==> src/rtl/multiplier_iter_pp_if.sv <==
// rtl/multiplier_iter_pp_if.sv - operand/result bus of multiplier_iter_pp
// iAcc exists only when MULTIPLIER_ITER_PP_ACC_EN is defined.
interface multiplier_iter_pp_if #(parameter int WIDTH = 32);
  logic               iStart;
  logic               iSigned;
  logic [WIDTH-1:0]   iData0;
  logic [WIDTH-1:0]   iData1;
`ifdef MULTIPLIER_ITER_PP_ACC_EN
  logic               iAcc;
`endif
  logic               oBusy;
  logic               oValid;
  logic [2*WIDTH-1:0] oData;

`ifdef MULTIPLIER_ITER_PP_ACC_EN
  modport master (output iStart, iSigned, iData0, iData1, iAcc,
                  input  oBusy, oValid, oData);
  modport slave  (input  iStart, iSigned, iData0, iData1, iAcc,
                  output oBusy, oValid, oData);
`else
  modport master (output iStart, iSigned, iData0, iData1,
                  input  oBusy, oValid, oData);
  modport slave  (input  iStart, iSigned, iData0, iData1,
                  output oBusy, oValid, oData);
`endif
endinterface

==> src/rtl/multiplier_iter_pp.sv <==
// rtl/multiplier_iter_pp.sv - iterative shift-add multiplier, BPC bits per cycle, signed/unsigned
// Optional multiply-accumulate into oData when MULTIPLIER_ITER_PP_ACC_EN is defined.
module multiplier_iter_pp #(
  parameter int WIDTH = 32,
  parameter int BPC   = 1
) (
  input  logic iClk,
  input  logic iRst,
  input  logic iEn,
  input  logic iClr,
  multiplier_iter_pp_if.slave bus
);
  localparam int N  = WIDTH / BPC;
  localparam int CW = $clog2(N + 1);

  generate
    if (BPC < 1 || (WIDTH % BPC) != 0) begin : gBadBpc
      $error("multiplier_iter_pp: BPC must divide WIDTH");
    end
  endgenerate

  typedef enum logic [1:0] {IDLE, CALC, DONE} state_t;
  state_t state, stateNext;

  logic [2*WIDTH-1:0] mcand, acc, partial, product, result, dataQ;
  logic [WIDTH-1:0]   mplier, mag0, mag1;
  logic [CW-1:0]      cnt;
  logic               sign, validQ;
`ifdef MULTIPLIER_ITER_PP_ACC_EN
  logic               accMode;
`endif

  // Operands are held as magnitudes so the most negative value stays exact.
  assign mag0 = (bus.iSigned && bus.iData0[WIDTH-1]) ? -bus.iData0 : bus.iData0;
  assign mag1 = (bus.iSigned && bus.iData1[WIDTH-1]) ? -bus.iData1 : bus.iData1;

  assign partial = mcand * {{(2*WIDTH-BPC){1'b0}}, mplier[BPC-1:0]};
  assign product = sign ? -acc : acc;
`ifdef MULTIPLIER_ITER_PP_ACC_EN
  assign result  = accMode ? dataQ + product : product;
`else
  assign result  = product;
`endif

  assign bus.oBusy  = (state != IDLE);
  assign bus.oValid = validQ;
  assign bus.oData  = dataQ;

  always_ff @(posedge iClk or posedge iRst) begin
    if (iRst) state <= IDLE;
    else      state <= stateNext;
  end

  always_comb begin
    stateNext = state;
    if (iClr) begin
      stateNext = IDLE;
    end else begin
      case (state)
        IDLE:    if (bus.iStart) stateNext = CALC;
        CALC:    if (iEn && cnt == CW'(N - 1)) stateNext = DONE;
        DONE:    stateNext = IDLE;
        default: stateNext = IDLE;
      endcase
    end
  end

  always_ff @(posedge iClk or posedge iRst) begin
    if (iRst) begin
      mcand   <= '0;
      mplier  <= '0;
      acc     <= '0;
      cnt     <= '0;
      sign    <= 1'b0;
      dataQ   <= '0;
      validQ  <= 1'b0;
`ifdef MULTIPLIER_ITER_PP_ACC_EN
      accMode <= 1'b0;
`endif
    end else if (iClr) begin
      acc    <= '0;
      cnt    <= '0;
      dataQ  <= '0;
      validQ <= 1'b0;
    end else begin
      validQ <= 1'b0;
      case (state)
        IDLE: begin
          if (bus.iStart) begin
            mcand   <= {{WIDTH{1'b0}}, mag0};
            mplier  <= mag1;
            sign    <= bus.iSigned & (bus.iData0[WIDTH-1] ^ bus.iData1[WIDTH-1]);
            acc     <= '0;
            cnt     <= '0;
`ifdef MULTIPLIER_ITER_PP_ACC_EN
            accMode <= bus.iAcc;
`endif
          end
        end
        CALC: begin
          if (iEn) begin
            acc    <= acc + partial;
            mcand  <= mcand << BPC;
            mplier <= mplier >> BPC;
            cnt    <= cnt + 1'b1;
          end
        end
        DONE: begin
          dataQ  <= result;
          validQ <= 1'b1;
        end
        default: ;
      endcase
    end
  end
endmodule

==> src/flat_wrapper.sv <==
// flat-port wrapper written by rule: the top's interface ports become plain ports
module multiplier_iter_pp_flat 
#(
  parameter int WIDTH = 32,
  parameter int BPC   = 1
)
  (iClk, iRst, iEn, iClr, bus_iStart, bus_iSigned, bus_iData0, bus_iData1, bus_oBusy, bus_oValid, bus_oData);
  multiplier_iter_pp_if #(.WIDTH(WIDTH)) bus_i ();
  input  logic iClk;
  input  logic iRst;
  input  logic iEn;
  input  logic iClr;
  input wire logic [$bits(bus_i.iStart)-1:0] bus_iStart;
  input wire logic [$bits(bus_i.iSigned)-1:0] bus_iSigned;
  input wire logic [$bits(bus_i.iData0)-1:0] bus_iData0;
  input wire logic [$bits(bus_i.iData1)-1:0] bus_iData1;
  output wire logic [$bits(bus_i.oBusy)-1:0] bus_oBusy;
  output wire logic [$bits(bus_i.oValid)-1:0] bus_oValid;
  output wire logic [$bits(bus_i.oData)-1:0] bus_oData;
  assign bus_i.iStart = bus_iStart;
  assign bus_i.iSigned = bus_iSigned;
  assign bus_i.iData0 = bus_iData0;
  assign bus_i.iData1 = bus_iData1;
  assign bus_oBusy = bus_i.oBusy;
  assign bus_oValid = bus_i.oValid;
  assign bus_oData = bus_i.oData;
  multiplier_iter_pp #(.WIDTH(WIDTH), .BPC(BPC)) u_core (.iClk(iClk), .iRst(iRst), .iEn(iEn), .iClr(iClr), .bus(bus_i));
endmodule
==> config.mk <==
export PLATFORM = sky130hd
export DESIGN_NAME = multiplier_iter_pp_flat
export DESIGN_NICKNAME = d
export VERILOG_FILES = /design/src/rtl/multiplier_iter_pp_if.sv /design/src/rtl/multiplier_iter_pp.sv /design/src/flat_wrapper.sv
export SDC_FILE = /design/constraint.sdc
export NUM_CORES = 1
export LEC_CHECK = 0
export CELL_PAD_IN_SITES_DETAIL_PLACEMENT = 1
export CELL_PAD_IN_SITES_GLOBAL_PLACEMENT = 2
export CORE_AREA = 2 2 154 269
export DETAILED_ROUTE_END_ITERATION = 8
export DIE_AREA = 0 0 156 271
export PLACE_DENSITY = 0.89
export SYNTH_ARGS = -nofsm -noshare
export SYNTH_HDL_FRONTEND = slang
export SYNTH_SLANG_ARGS = --single-unit
==> constraint.sdc <==
create_clock -name iClk -period 23.4 [get_ports iClk]
set_clock_uncertainty 0.2 [all_clocks]
set_input_delay 4.68 -clock iClk [delete_from_list [all_inputs] [get_ports iClk]]
set_output_delay 4.68 -clock iClk [all_outputs]
set_load 0.1 [all_outputs]
Yosys cells after proc, flatten, opt, wreduce, memory -nomap -nowiden:

Cells that the tools add are included.

* flip-flop bits (word level): 234
* input bits: 70
* word-level logic and storage cells: 62

* $add $sub $neg: 5
* multiply operators: 1
* equal/unequal tests: 8
* mux-type cells: 25
* bitwise logic cells: 3
* reduce and logical (&&, ||, !) cells: 12

Operators by type and width (number)
* 64-bit two-way mux: 8
* 64-bit one-hot mux with 2 select lines: 2
* 32-bit two-way mux: 4
* 64-bit adder: 1
* 64-bit by 1-bit multiplier with 64-bit output: 1
* 32-bit negator: 2
* 64-bit negator: 1
* 32-bit one-hot mux with 2 select lines: 1
* 6-bit two-way mux: 3
* 6-bit one-hot mux with 2 select lines: 1
* 6-bit by 1-bit adder with 6-bit output, second input constant: 1
* 6-bit by 5-bit == test with 1-bit output, second input constant: 1
* 2-bit two-way mux: 3
* 3-bit inequality test, second input constant: 2
* 3-bit AND reduction: 2
* 2-bit nonzero test: 3
* 2-bit inequality test, second input constant: 2
* 2-bit one-hot mux with 2 select lines: 1
* 4-bit AND reduction: 1
* 1-bit logical AND: 3
* 3-bit by 2-bit inequality test with 1-bit output, second input constant: 1
* 3-bit nonzero test: 1
* 2-bit by 1-bit == test with 1-bit output, second input constant: 1
* 2-bit == test, second input constant: 1
* other kinds (6): 7

Logic depth before layout (Yosys ltp):

* word-level depth: 5
* gate-level depth with buffers: 17

Least setup slack after synthesis:

Ideal clock, no wire load.

* path kind: input-to-reg
* start: in bus_iData1[0]
* end: reg u_core.mplier[28]
* library setup time: 133 ps
* data arrival time: 7220 ps
* data required time: 23067 ps
* path slack: 15847 ps
* stages: 13
* buffers on the path: 0
* path through: inv_1 ha_1 or3b_2 or4_1 nor2b_1 nand2_1 o31ai_1 o21ai_0 a21oi_1 xor2_1 nor2_1 a21oi_1 o21ai_0

* word-level cells in the longest chain between the ends: 4

Ends and longest elaborated chain
* start, declared: line flat_wrapper.sv:16 `input wire logic [$bits(bus_i.iData1)-1:0] bus_iData1;`
* 32-bit negator: line multiplier_iter_pp.sv:35 `assign mag1 = (bus.iSigned && bus.iData1[WIDTH-1]) ? -bus.iData1 : bus.iData1;`
* 32-bit two-way mux: line multiplier_iter_pp.sv:35
* 32-bit two-way mux: line multiplier_iter_pp.sv:89 `if (bus.iStart) begin`
* 32-bit one-hot mux with 2 select lines: line multiplier_iter_pp.sv:87 `case (state)`
* end signal, assigned: line multiplier_iter_pp.sv:91 `mplier <= mag1;`
* end signal, assigned: line multiplier_iter_pp.sv:104 `mplier <= mplier >> BPC;`
* end, declared: line multiplier_iter_pp.sv:26 `logic [WIDTH-1:0] mplier, mag0, mag1;`

No other way between the ends. The select of a mux whose other input is x is not followed.
A chain may end at the register's enable or synchronous reset.

Final worst setup path:

* start: in bus_iData0[3]
* end: reg u_core.mcand[30]

* word-level cells in the longest chain between the ends: 4

Ends and longest elaborated chain
* start, declared: line flat_wrapper.sv:15 `input wire logic [$bits(bus_i.iData0)-1:0] bus_iData0;`
* 32-bit negator: line multiplier_iter_pp.sv:34 `assign mag0 = (bus.iSigned && bus.iData0[WIDTH-1]) ? -bus.iData0 : bus.iData0;`
* 32-bit two-way mux: line multiplier_iter_pp.sv:34
* 64-bit two-way mux: line multiplier_iter_pp.sv:89
* 64-bit one-hot mux with 2 select lines: line multiplier_iter_pp.sv:87
* end signal, assigned: line multiplier_iter_pp.sv:90 `mcand <= {{WIDTH{1'b0}}, mag0};`
* end signal, assigned: line multiplier_iter_pp.sv:103 `mcand <= mcand << BPC;`
* end, declared: line multiplier_iter_pp.sv:25 `logic [2*WIDTH-1:0] mcand, acc, partial, product, result, dataQ;`

No other way between the ends. The select of a mux whose other input is x is not followed.

==> results.py <==
metrics = {
    "global_route": {
        "overflow": 0,
        "grt_pass1_wl_um": 76600,
        "grt_pass1_vias": 14807,
        "grt_antenna_before_repair": 0,
        "grt_max_degree": 117,
        "grt_use_total_pct": 22.3,
    },
    "clock_network": {
        "cts_setup_buffers": 0,
        "hold_buffers": 0,
        "cts_tree": "done",
        "cts_max_path_buffers": 3,
        "ctsHtreeMaxLevel": 1,
        "clk_pin_slew_ns": 0.07,
        "clock_latency_ns": 0.56,
        "clkSinkCount": 234,
        "cts-root-buf": "clkbuf_16",
        "postCtsResizedCells": 0,
        "cts_made_buffers": 25,
    },
    "synthesis": {
        "syn_nets": 2006,
        "synth_fa_ha_area_share_pct": 5.53,
        "ys_ff_latch": 234,
        "avgSynthCellArea_um2": 8.30,
        "synth_top_family_by_area": "compound AO/OA/AOI/OAI gates",
        "synth_edf_count": 0,
        "synth_xor_area_share_pct": 10.0,
        "syn_inst": 1868,
        "ys_types": 67,
        "synth-seq-area-share_pct": 37.8,
        "synth.cell_area_mm2": 0.0155,
        "yosys-top-cells-area": "dfrtp_1 38%, o21ai_0 9.0%, xor2_1 7.5%",
        "synthMuxAreaShare_pct": 0.258,
        "synth_simple_gate_area_share_pct": 19.1,
        "async_flop_share_pct": 100,
        "yosys.area.top_type_share_pct": 37.8,
        "yosysWarnings": 0,
        "yosys.area.top_type": "dfrtp_1",
        "synth_compound_area_share_pct": 24.0,
        "ys.flop_type": "dfrtp_1",
    },
    "hold_path": {
        "worstHoldEndpoint": "u_core.bus.oData[46]$_DFFE_PP0P_",
        "hold_start": "u_core.bus.oData[46]$_DFFE_PP0P_",
        "min_path_cells": 2,
        "hp-class": "flip-flop to flip-flop",
    },
    "critical_path": {
        "required_ns": 23.60,
        "timing.rr.end": "u_core.acc[52]$_DFFE_PP0P_",
        "critPathBufInv": 1,
        "crit_family": "simple AND/OR/NAND/NOR gates",
        "end_kind": "flip-flop",
        "slowest_delay_ns": 0.76,
        "rr_worst_depth": 16,
        "cp_slowest_cell": "nor4_1",
        "cp-start-kind": "primary input",
        "worst-path-max-fanout": 5,
        "crit_type": "primary input to flip-flop",
        "reg2reg_slack_ns": 17.54,
        "r2r_start": "u_core.mplier[0]$_DFFE_PP0P_",
        "path_common_cell": "o21ai_0",
        "arrival_ns": 8.15,
        "path_cells": "clkdlybuf4s50_1 -> nor4_1 -> nand4_1 -> or4_1 -> nand2b_1 -> o31ai_1 -> o21ai_0 -> xnor2_1 -> nor2_1 -> a21oi_1 -> o21ai_0",
    },
    "power_and_ir_drop": {
        "total_power_w": 0.00113,
        "p_leak_nw": 7.85,
        "vdd_drop_max_uv": 48.8,
        "cellPowerDensity_mw_per_mm2": 62.2,
    },
    "sta": {
        "finalCritPeriodShare_pct": 34.0,
        "final_hold_viol_count": 0,
        "max_freq_mhz": 126,
        "worst_pin_slew_ns": 1.10,
        "hold_ws_ns": 0.275,
        "setup_tns_ns": 0,
        "slew_viol_final": 0,
        "period_needed_ns": 7.95,
        "setup_violations": 0,
        "slew_headroom_pct": 26.8,
        "rsz0062_at_grt": "no",
    },
    "layout": {
        "drive_above_1_share_pct": 4.35,
        "fin_util_pct": 45.4,
        "diodes": 0,
        "postLayoutCellArea_mm2": 0.0181,
        "finalNetCount": 2075,
        "fill_cells": 4706,
        "area_growth_pct": 16.9,
    },
    "die": {
        "dieArea_mm2": 0.0423,
        "fp-row-count": 97,
        "io_pins": 136,
        "core-area_mm2": 0.0399,
        "die_w_um": 156,
        "die_y_um": 271,
        "initial_core_util_pct": 38.8,
    },
    "job": {
        "cap_viol_max_count": 0,
    },
    "route": {
        "antenna_left": 0,
        "first_iter_violations": 480,
        "drc": 0,
        "vias": 13812,
        "avgRoutedWirePerCell_um": 19.0,
        "vias_per_cell": 5.64,
        "dr.pass1.iters": 4,
        "totalWireLength_um": 46500,
    },
    "place": {
        "gp_congestion": 0.885,
        "dp_hpwl_um": 35200,
        "placed_cell_area_mm2": 0.0172,
        "port_buffers": 135,
    },
    "run_status": {
        "status": "finished clean",
    },
}
==> placed cells by master (no fill, tap or decap), types with 5 or more instances in the layout <==
cell             synthesis  routed
and2_1                  74      74
dfrtp_1                234     233
o41ai_1                 18      18
a21boi_0                 5       5
xnor2_1                 45      45
or2_2                    7       7
or4_4                    6       6
nor2_1                 113     111
or4_1                   19      19
and3_1                   5       5
ha_1                    67      67
nand3_1                 10       9
nor3_1                  23      23
nand2b_1                13      13
a211oi_1                 8       8
inv_1                   32      31
o31ai_1                 34      34
xor2_1                 132     132
clkbuf_16                0      25
a21oi_1                146     145
o21bai_1                16      16
nor4_1                   6       6
bufinv_16                0       5
clkdlybuf4s50_1          0     135
a21o_1                  28      28
nand4_1                 26      26
a22o_1                  36      36
nor2b_1                  7       7
nand2_1                289     289
o21ai_0                279     279
o21a_1                   6       6
a31oi_1                  6       6
buf_4                    0      12
o211ai_1                 7       7
or3_1                   14      13
==> power breakdown <==
part | switching [W] | total (W) | internal, W
registers | 0.0000240 | 0.000454 | 0.000430
logic | 0.000142 | 0.000228 | 0.0000867
clock network | 0.000178 | 0.000444 | 0.000266
total | 0.000344 | 0.00113 | 0.000783
==> cell families (layout without fill, tap and decap cells) <==
logic type               after synthesis  count (layout)
multiplexers                           4               4
buffers and inverters                137             225
XOR/XNOR                             177             177
AND/OR/NAND/NOR                      626             626
AO/OA/AOI/OAI                        622             622
flip-flops                           234             234
adder cells (fa/ha/maj)               68              68
==> cells in the mapped netlist (14+ instances only) <==
cell	count
nor3_1	23
o21ai_0	279
o31ai_1	34
o21bai_1	16
o41ai_1	18
a21oi_1	146
nand4_1	26
inv_1	32
ha_1	67
xor2_1	132
xnor2_1	45
and2_1	74
dfrtp_1	234
a22o_1	36
or4_1	19
clkbuf_1	98
nand2_1	289
nor2_1	113
or3_1	14
a21o_1	28
==> metal layers <==
layer,vias up,share of wire [%],routed length (µm),GRT usage (%)
li1,6757,-,-,-
met1,6760,40,18600,24.9
met2,215,54,25100,42.8
met3,80,2.4,1140,2.05
met4,0,3.6,1690,8.50
met5,-,0,0,0
==> how the worst max path moves through the flow <==
stage                     slack, ns  depth (start not counted)     startpoint                            end
final                         15.45                         11  bus_iData0[3]   u_core.mcand[30]$_DFFE_PP0P_
after global routing          15.04                         14  bus_iData1[0]  u_core.mplier[28]$_DFFE_PP0P_
after CTS                     15.42                         11  bus_iData0[3]   u_core.mcand[30]$_DFFE_PP0P_
after detailed placement      14.83                         11  bus_iData0[3]   u_core.mcand[30]$_DFFE_PP0P_
after global placement        14.97                         14  bus_iData1[0]  u_core.mplier[30]$_DFFE_PP0P_
after floorplan               12.10                          1           iRst      u_core.acc[0]$_DFFE_PP0P_
==> state kept, by name, summed over array words and instances, names as in the netlist <==
register / count
u_core.state: 2
u_core.mcand: 64
u_core.acc: 64
u_core.mplier: 32
u_core.bus.oValid: 1
u_core.sign: 1
u_core.bus.oData: 64
u_core.cnt: 6
==> stage by stage <==
step,cells,setup slack (ns)
floorplan,1868,12.10
global placement,2405,14.97
detailed placement,2405,14.83
CTS,2451,15.42
global route,2451,15.04
finish,2451,15.45
==> worst min-delay path: stages (launching register included) <==
cell and delay (ns):
dfrtp_1 0.34, nand2_1 0.04, o21ai_0 0.06
==> cell type report <==
type,instances,area [µm²],area share [%]
clock buffers,32,692,3.82
multi-input cells,1497,9170,50.6
well taps,495,619,3.42
inverters,32,128,0.704
flip-flops and latches,234,5860,32.3
clock inverters,14,218,1.20
repair buffers,147,1440,7.95
No activity file was read; power rests on OpenSTA's default activity.
